`config.mk`:
```
export PLATFORM = sky130hd
export DESIGN_NAME = divu_sequencer_flat
export DESIGN_NICKNAME = d
export VERILOG_FILES = /design/src/rtl/divu_pkg.sv /design/src/rtl/divu_if.sv /design/src/rtl/divu_step.sv /design/src/rtl/divu_sequencer.sv /design/src/flat_wrapper.sv
export SDC_FILE = /design/constraint.sdc
export NUM_CORES = 1
export LEC_CHECK = 0
export ABC_AREA = 1
export BUFFER_PORTS_ARGS = -buffer_cell sky130_fd_sc_hd__buf_2
export CAP_MARGIN = 30
export CORE_ASPECT_RATIO = 0.6
export CORE_MARGIN = 8
export CORE_UTILIZATION = 52
export DETAILED_ROUTE_END_ITERATION = 6
export HOLD_SLACK_MARGIN = 0.12
export PLACE_DENSITY = 0.81
export SKIP_LAST_GASP = 1
export SYNTH_ARGS = -nofsm -noshare
export SYNTH_HDL_FRONTEND = slang
export SYNTH_SLANG_ARGS = --single-unit
export TNS_END_PERCENT = 1
```
`constraint.sdc`:
```
create_clock -name clk -period 1.8 [get_ports clk]
set_input_delay 0.09 -clock clk [delete_from_list [all_inputs] [get_ports clk]]
set_output_delay 0.09 -clock clk [all_outputs]
set_load 0.02 [all_outputs]
```
`src/rtl/divu_pkg.sv`:
```
// Shared constants for the DIVU sequencer: ALU op codes, FSM encoding and default width.
package divu_pkg;

  localparam int DIVU_WIDTH = 32;

  // ALU control codes, matching the EX-stage ALU slices.
  localparam logic [3:0] ALU_AND  = 4'b0000;
  localparam logic [3:0] ALU_OR   = 4'b0001;
  localparam logic [3:0] ALU_ADD  = 4'b0010;
  localparam logic [3:0] ALU_SLL  = 4'b0011;
  localparam logic [3:0] ALU_DIVU = 4'b0100;
  localparam logic [3:0] ALU_BNE  = 4'b0101;
  localparam logic [3:0] ALU_SUB  = 4'b0110;
  localparam logic [3:0] ALU_SLT  = 4'b0111;

  localparam logic [1:0] ST_IDLE = 2'b00;
  localparam logic [1:0] ST_RUN  = 2'b01;
  localparam logic [1:0] ST_DONE = 2'b10;

  // The shared ALU is parked in AND whenever this block does not own it.
  function automatic logic [3:0] alu_ctrl_for(input logic own);
    return own ? ALU_SUB : ALU_AND;
  endfunction

endpackage

```
`src/rtl/divu_if.sv`:
```
// Request/response bundle between the EX stage (master) and the DIVU sequencer (slave).
// Optional div0 flag appears only when DIVU_DIV0_EN is defined.
interface divu_if #(parameter int WIDTH = divu_pkg::DIVU_WIDTH);

  // Handshake: start is sampled only while busy is low; busy rises the cycle
  // after acceptance, done pulses one cycle with quotient/remainder valid from
  // that cycle and held until the next completion. flush aborts a running divide.
  logic             start;
  logic             flush;
  logic [WIDTH-1:0] dividend;
  logic [WIDTH-1:0] divisor;
  logic             busy;
  logic             done;
  logic [WIDTH-1:0] quotient;
  logic [WIDTH-1:0] remainder;
`ifdef DIVU_DIV0_EN
  logic             div0;

  modport master (
    output start, flush, dividend, divisor,
    input  busy, done, quotient, remainder, div0
  );

  modport slave (
    input  start, flush, dividend, divisor,
    output busy, done, quotient, remainder, div0
  );
`else
  modport master (
    output start, flush, dividend, divisor,
    input  busy, done, quotient, remainder
  );

  modport slave (
    input  start, flush, dividend, divisor,
    output busy, done, quotient, remainder
  );
`endif

endinterface

```
`src/rtl/divu_step.sv`:
```
// One restoring-division iteration, with the subtract done by the external shared ALU.
module divu_step #(
  parameter int WIDTH = 32
) (
  input  logic [WIDTH-1:0] rem,
  input  logic [WIDTH-1:0] quo,
  input  logic [WIDTH-1:0] alu_result,
  input  logic             alu_cout,
  output logic [WIDTH-1:0] rem_nxt,
  output logic [WIDTH-1:0] quo_nxt,
  output logic [WIDTH-1:0] alu_a
);

  logic take;

  assign alu_a = {rem[WIDTH-2:0], quo[WIDTH-1]};

  // The shifted remainder is really WIDTH+1 bits; a set msb means it already
  // exceeds any divisor, so the subtract is taken regardless of the borrow.
  assign take    = rem[WIDTH-1] | alu_cout;
  assign rem_nxt = take ? alu_result : alu_a;
  assign quo_nxt = {quo[WIDTH-2:0], take};

endmodule

```
`src/rtl/divu_sequencer.sv`:
```
// Multicycle unsigned divider for DIVU, borrowing the EX ALU in subtract mode.
// Define DIVU_DIV0_EN to short-circuit zero divisors and expose the div0 flag.
module divu_sequencer
  import divu_pkg::*;
#(
  parameter int WIDTH = DIVU_WIDTH
) (
  input  logic             clk,
  input  logic             rst_n,
  divu_if.slave            bus,
  output logic             alu_req,
  output logic [3:0]       alu_ctrl,
  output logic [WIDTH-1:0] alu_a,
  output logic [WIDTH-1:0] alu_b,
  input  logic [WIDTH-1:0] alu_result,
  input  logic             alu_cout,
  output logic [1:0]       dbg_state
);

  localparam int CNT_W = $clog2(WIDTH);

  logic [1:0]       state;
  logic [CNT_W-1:0] cnt;
  logic [WIDTH-1:0] rem;
  logic [WIDTH-1:0] quo;
  logic [WIDTH-1:0] dvsr;
  logic [WIDTH-1:0] quotient_q;
  logic [WIDTH-1:0] remainder_q;
  logic [WIDTH-1:0] rem_nxt;
  logic [WIDTH-1:0] quo_nxt;
  logic             accept;

  assign accept = (state == ST_IDLE) && bus.start && !bus.flush;

  divu_step #(.WIDTH(WIDTH)) u_step (
    .rem        (rem),
    .quo        (quo),
    .alu_result (alu_result),
    .alu_cout   (alu_cout),
    .rem_nxt    (rem_nxt),
    .quo_nxt    (quo_nxt),
    .alu_a      (alu_a)
  );

`ifdef DIVU_DIV0_EN
  logic div0_q;

  always_ff @(posedge clk or negedge rst_n) begin
    if (!rst_n) begin
      div0_q <= 1'b0;
    end else if (accept) begin
      div0_q <= (bus.divisor == '0);
    end
  end

  assign bus.div0 = div0_q;
`endif

  always_ff @(posedge clk or negedge rst_n) begin
    if (!rst_n) begin
      state       <= ST_IDLE;
      cnt         <= '0;
      rem         <= '0;
      quo         <= '0;
      dvsr        <= '0;
      quotient_q  <= '0;
      remainder_q <= '0;
    end else begin
      case (state)
        ST_IDLE: begin
          if (accept) begin
            dvsr  <= bus.divisor;
            rem   <= '0;
            quo   <= bus.dividend;
            cnt   <= CNT_W'(WIDTH - 1);
            state <= ST_RUN;
`ifdef DIVU_DIV0_EN
            if (bus.divisor == '0) begin
              state       <= ST_DONE;
              quotient_q  <= '1;
              remainder_q <= bus.dividend;
            end
`endif
          end
        end
        ST_RUN: begin
          if (bus.flush) begin
            state <= ST_IDLE;
          end else begin
            rem <= rem_nxt;
            quo <= quo_nxt;
            cnt <= cnt - 1'b1;
            // Results publish on the same edge that leaves RUN.
            if (cnt == '0) begin
              state       <= ST_DONE;
              quotient_q  <= quo_nxt;
              remainder_q <= rem_nxt;
            end
          end
        end
        ST_DONE: state <= ST_IDLE;
        default: state <= ST_IDLE;
      endcase
    end
  end

  assign bus.busy      = (state == ST_RUN) || (state == ST_DONE);
  assign bus.done      = (state == ST_DONE);
  assign bus.quotient  = quotient_q;
  assign bus.remainder = remainder_q;
  assign alu_req       = (state == ST_RUN);
  assign alu_ctrl      = alu_ctrl_for(state == ST_RUN);
  assign alu_b         = dvsr;
  assign dbg_state     = state;

endmodule

```
`src/flat_wrapper.sv`:
```
// flat-port wrapper written by rule: the top's interface ports become plain ports
module divu_sequencer_flat import divu_pkg::*;
#(
  parameter int WIDTH = DIVU_WIDTH
)
  (clk, rst_n, alu_req, alu_ctrl, alu_a, alu_b, alu_result, alu_cout, dbg_state, bus_start, bus_flush, bus_dividend, bus_divisor, bus_busy, bus_done, bus_quotient, bus_remainder);
  divu_if #(.WIDTH(WIDTH)) bus_i ();
  input  logic clk;
  input  logic rst_n;
  output logic alu_req;
  output logic [3:0] alu_ctrl;
  output logic [WIDTH-1:0] alu_a;
  output logic [WIDTH-1:0] alu_b;
  input  logic [WIDTH-1:0] alu_result;
  input  logic alu_cout;
  output logic [1:0] dbg_state;
  input wire logic [$bits(bus_i.start)-1:0] bus_start;
  input wire logic [$bits(bus_i.flush)-1:0] bus_flush;
  input wire logic [$bits(bus_i.dividend)-1:0] bus_dividend;
  input wire logic [$bits(bus_i.divisor)-1:0] bus_divisor;
  output wire logic [$bits(bus_i.busy)-1:0] bus_busy;
  output wire logic [$bits(bus_i.done)-1:0] bus_done;
  output wire logic [$bits(bus_i.quotient)-1:0] bus_quotient;
  output wire logic [$bits(bus_i.remainder)-1:0] bus_remainder;
  assign bus_i.start = bus_start;
  assign bus_i.flush = bus_flush;
  assign bus_i.dividend = bus_dividend;
  assign bus_i.divisor = bus_divisor;
  assign bus_busy = bus_i.busy;
  assign bus_done = bus_i.done;
  assign bus_quotient = bus_i.quotient;
  assign bus_remainder = bus_i.remainder;
  divu_sequencer #(.WIDTH(WIDTH)) u_core (.clk(clk), .rst_n(rst_n), .bus(bus_i), .alu_req(alu_req), .alu_ctrl(alu_ctrl), .alu_a(alu_a), .alu_b(alu_b), .alu_result(alu_result), .alu_cout(alu_cout), .dbg_state(dbg_state));
endmodule
```
* Word level (Yosys, flattened, before mapping) *
Index checks and enable logic that the tools add are counted.

word-level totals
  flip-flop bits (word level) = 167
  memory bits (writable) = 0
  ROM bits = 0
  output and inout bits = 137
  latch bits = 0
  memories kept = 0

operators by class
  bitwise logic cells = 2
  reduce and logical (&&, ||, !) cells = 11
  $mul = 0
  muxes and demuxes = 15
  $add $sub $neg = 1
  divide/modulo/power cells = 0
  shifts and indexed selects = 0
  order comparisons = 0
  equal/unequal tests = 5

operator list
  operator                                                                count
  32-bit 2-to-1 mux                                                       5
  32-bit one-hot mux with 2 select lines                                  2
  5-bit 2-to-1 mux                                                        2
  5-bit one-hot mux with 2 select lines                                   1
  2-bit 2-to-1 mux                                                        3
  3-bit AND reduction                                                     2
  5-bit logical NOT                                                       1
  5-bit by 1-bit subtractor with 5-bit output (second input constant)     1
  2-bit one-hot mux with 2 select lines                                   1
  2-bit AND reduction                                                     2
  3-bit 2-to-1 mux                                                        1
  3-bit by 1-bit != test with 1-bit output (second input constant)        1
  2-bit by 1-bit equality test with 1-bit output (second input constant)  1
  2-bit equality test (second input constant)                             1
  1-bit logical AND                                                       2
  2-bit logical NOT                                                       1
  2-bit by 1-bit != test with 1-bit output (second input constant)        1
  2-bit != test (second input constant)                                   1
  2-bit nonzero test                                                      1
  1-bit logical NOT                                                       1
  1-bit logical OR                                                        1
  1-bit inverter                                                          1
  1-bit OR                                                                1

* Logic depth before layout (Yosys ltp) *
  depth after elaboration = 5
  depth in mapped cells = 11
  gate-level depth less buffers = 9

* Cells and area by module *
A second synthesis with hierarchy kept.

unflattened totals
  cell total of the unflattened synthesis = 1029
  area, all modules = 8045.2 µm²

modules (own cells, without submodules)
  module          area an instance (µm²)  times used  cells an instance  seq. area each (µm²)
  divu_sequencer  7069.3                  1           858                4179.0
  divu_step       975.9                   1           171                0.0

* Worst setup path after synthesis *
Ideal clock, no wire load.

  path type = reg-to-reg
  from = register u_core.state[1], in the netlist u_core.dbg_state[1]
  to = register u_core.quotient_q[0], in the netlist u_core.bus.quotient[0]
  data required time = 1735 ps
  path buffers = 3
  library setup time = 65 ps
  cell stages (with the launch flop) = 12
  clock period less this slack = 1840 ps
  path slack = -40 ps
  arrival = 1775 ps
  cell sequence = dfrtp_1 -> inv_1 -> ha_1 -> inv_2 -> nor2_4 -> inv_2 -> buf_2 -> nor2_4 -> buf_6 -> buf_6 -> nand2_1 -> nand2_1

on the way
  word-level cells in the longest chain between the ends = 2

ends and longest elaborated chain
  what                                            line                  text
  start: declaration                              divu_sequencer.sv:22  logic [1:0] state;
  start signal: assignment                        divu_sequencer.sv:61  state <= ST_IDLE;
  start signal: assignment                        divu_sequencer.sv:76  state <= ST_RUN;
  start signal: assignment                        divu_sequencer.sv:88  state <= ST_IDLE;
  2-bit by 1-bit equality test with 1-bit output  n/a
  via alu_req                                     flat_wrapper.sv:10    output logic alu_req;
  3-bit AND reduction (no line)                   n/a
  end signal: assignment                          divu_sequencer.sv:96  quotient_q <= quo_nxt;
  end: declaration                                divu_sequencer.sv:27  logic [WIDTH-1:0] quotient_q;

The timed path passes the listed nets, and every way through them passes these cells.
A chain may end at the register's enable or synchronous reset.

* Worst setup path after layout *
  from = register u_core.state[1], in the netlist u_core.dbg_state[1]
  to = output alu_ctrl[2]

on the way
  word-level cells in the longest chain between the ends = 2

ends and longest elaborated chain
  what                                            line                   text
  2-bit by 1-bit equality test with 1-bit output  divu_sequencer.sv:112  assign alu_ctrl = alu_ctrl_for(state == ST_RUN);
  3-bit 2-to-1 mux                                divu_pkg.sv:22         return own ? ALU_SUB : ALU_AND;
  end: declaration                                flat_wrapper.sv:11     output logic [3:0] alu_ctrl;

Every way passes these cells.

==> results.sh <==
export IMPL_finalSetupViolations=0
export IMPL_die_h_um=110.4
export IMPL_fin_skew_ps=13.12
export IMPL_p_int_mw=9.494
export IMPL_power_sequential_fraction_pct=37.3
export IMPL_synth_seq_cells=167
export IMPL_nNetsFinal=1350
export IMPL_min_clock_period_post_route_ps=1735
export IMPL_ioPinCount=238
export IMPL_post_synth_top_area_cell="dfrtp_1"
export IMPL_clk_insertion_delay_late_ps=410
export IMPL_cts_sinks=167
export IMPL_synth_yosys_warnings=0
export IMPL_critical_path_startpoint_type="flip-flop"
export IMPL_timing_critical_path_to_type="output pin"
export IMPL_syn_area_per_cell_sq_um=8.011
export IMPL_port_buffers=235
export IMPL_gp_routability_congestion=0.8198
export IMPL_vias=7273
export IMPL_post_route_ant_nets=0
export IMPL_worst_endpoint_required_ps=1710
export IMPL_drt_first_pass_iters=7
export IMPL_synth_ff_type="dfrtp_1"
export IMPL_final_max_slew_violation_count=0
export IMPL_x_dimension_of_the_die_um=173.3
export IMPL_cts_tree="done"
export IMPL_fmaxAchievable_mhz=576.3
export IMPL_finish_utilization_pct=71.89
export IMPL_hold_violations=0
export IMPL_clk_pwr_share_pct=20.6
export IMPL_die_area_sq_mm=0.01913
export IMPL_violations="design-rule violations"
export IMPL_grt_antenna_before_repair=1
export IMPL_path_class="reg -> out"
export IMPL_grt_first_pass_wirelength_um=37420
export IMPL_synth_top_cell_area_share_pct=54.12
export IMPL_run_status="finished with violations"
export IMPL_post_cts_repair_setup_buffers=0
export IMPL_fin_crit_sh_pct=96.39
export IMPL_synth_most_common_cell="nand2_1"
export IMPL_area_contributors_post_synth="dfrtp_1 (54%), nand2_1 (20%), o21ai_0 (9.7%)"
export IMPL_p_leak_nw=5.904
export IMPL_worstPathArrival_ps=1650
export IMPL_detailedPlacementHpwl_um=15020
export IMPL_power_density_cells_mw_per_mm2=1613
export IMPL_initial_utilization_pct=53.23
export IMPL_switching_share_pct=43.56
export IMPL_first_global_vias=7322
export IMPL_clock_tree_htree_level_count=4
export IMPL_yosys_top_cells_count="nand2_1 (414), dfrtp_1 (167), o21ai_0 (149)"
export IMPL_vdd_ir_drop_worst_mv=0.8364
export IMPL_final_layout_size_suffix_gt1_share_pct=23.79
export IMPL_post_synth_instance_area_sq_mm=0.007722
export IMPL_pwr_share_comb_pct=42.1
export IMPL_max_cap_violations=0
export IMPL_synth_seq_area_share_pct=54.12
export IMPL_final_cell_count_no_fill=1457
export IMPL_post_synth_inst_count=964
export IMPL_synthArstFlopShare_pct=100.0
export IMPL_power_switching_mw=7.327
export IMPL_critical_path_max_fanout=40
export IMPL_cts_root_buf="clkbuf_16"
export IMPL_detail_route_iter0_violations=539
export IMPL_remaining_drc_errors=3
export IMPL_global_route_usage_total_pct=24.30
export IMPL_globalRouteOverflowTotal=0
export IMPL_timing_setup_tns_ps=0
export IMPL_cts_made_buffers=17
export IMPL_total_power_mw=16.82
export IMPL_wirelength_um=23590
export IMPL_design_core_area_sq_mm=0.01451
export IMPL_grt_start_max_net_pins=67
export IMPL_place_inst=1325
export IMPL_synth_cell_types=19
export IMPL_floorplan_rows=34
export IMPL_number_of_synthesized_flops_with_an_enable_pin=0
export IMPL_syn2layout_area_growth_pct=35.05
export IMPL_clk_pin_slew_worst_paths_ps=70
export IMPL_routed_wire_length_per_instance_um=16.19
export IMPL_setup_repair_after_global_routing_missed_its_margin="true"
export IMPL_via_per_inst=4.992
export IMPL_class_of_the_tightest_hold_or_removal_check="in -> reg"
export IMPL_cts_root_to_sink_buffers=2
==> state kept, by name, indices dropped and copies added (netlist names) <==
name / cells
u_core.quo: 32
u_core.dbg_state: 2
u_core.rem: 32
u_core.alu_b: 32
u_core.bus.remainder: 32
u_core.bus.quotient: 32
u_core.cnt: 5
==> metrics by stage <==
step / instance area [sq um] / setup slack (ps) / hold WS (ps)
floorplan: 7729 / 43.51 / -205.6
global placement: 8870 / 248.3 / 42.24
detailed placement: 8870 / 174.0 / 37.70
CTS: 10420 / 20.09 / 147.8
global route: 10430 / -30.07 / 181.1
finish: 10430 / 64.93 / 162.2
==> worst paths after layout <==
kind | startpoint | to | slack, ps | cells past startpoint
setup reg to reg | u_core.dbg_state[1] | u_core.bus.remainder[23] | 110 | 8
hold / removal | alu_cout | u_core.bus.remainder[31] | 160 | 7
max in group asynchronous | rst_n | u_core.cnt[1] | 970 | 3
setup / recovery | u_core.dbg_state[1] | alu_ctrl[2] | 60 | 4
min in group asynchronous | rst_n | u_core.quo[12] | 170 | 2
hold reg to reg | u_core.quo[8] | u_core.bus.quotient[9] | 470 | 2
==> cell type report <==
class / count / area (sq um)
flip-flops and latches: 167 / 4179
fillers: 1107 / 4078
multi-input cells: 627 / 2685
repair buffers: 355 / 2461
clock buffers: 19 / 452.9
inverters: 76 / 285.3
well taps: 198 / 247.7
clock inverters: 13 / 112.6
diodes: 2 / 5.005
==> worst max-delay path, stage by stage (launching register included) <==
cell and delay [ps]:
dfrtp_1 410, inv_1 110, ha_2 220, buf_8 270
buf_2 230
==> what timing repair did <==
| item | in CTS | in global routing |
|---|---|---|
| hold buffers | 98 | 0 |
| setup endpoints to repair | 3 | 4 |
| gates resized for setup | 1 | 2 |
| cloned | 0 | 0 |
| hold endpoints to repair | 296 | 0 |
==> per-layer routing <==
metal	vias to the layer above	global-route usage, %	share of wire, %
met5	-	0	0
met4	0	6.062	1.3
met3	30	9.218	9.3
met2	311	40.67	47
met1	3418	29.75	42
li1	3514	-	-
==> kinds of logic (layout without fill, tap and decap cells) <==
logic type	count (synthesis)	in the layout	share of synthesized area, %
AOI/OAI and AO/OA	162	162	10.50
other	1	4	0.04856
adders and majority gates	5	5	0.8101
buffers and inverters	171	463	11.36
DFF	167	167	54.12
and+or+nand+nor	458	458	23.17
==> power groups by stage <==
stage	registers, mW	clock network (mW)	logic [mW]
3_5_place_dp	6.25	0	6.86
5_1_grt	6.44	3.68	7.82
2_1_floorplan	7.36	0	3.40
3_3_place_gp	6.22	0	6.68
6_report	6.28	3.47	7.08
4_1_cts	6.22	3.53	7.04
==> layout by cell type, fill, tap and decap left out, types with 2 or more instances in the layout <==
master         synthesis  final
nand2_1              414    413
buf_2                 16    234
dfrtp_1              167    167
o21ai_0              149    148
dlygate4sd3_1          0     98
inv_1                 73     73
nand3_1               37     36
clkbuf_16              0     17
o21ai_1               13     14
buf_4                 43     11
buf_12                 0     10
inv_6                  0      5
ha_1                   5      4
inv_2                  3      3
nor2_1                 3      3
clkinv_4               0      3
diode_2                0      2
nor2_4                 2      2
nand3_2                1      2
conb_1                 1      2
clkinvlp_4             0      2
inv_8                  0      2
clkbuf_8               0      2
No activity file was read; power rests on OpenSTA's default activity.
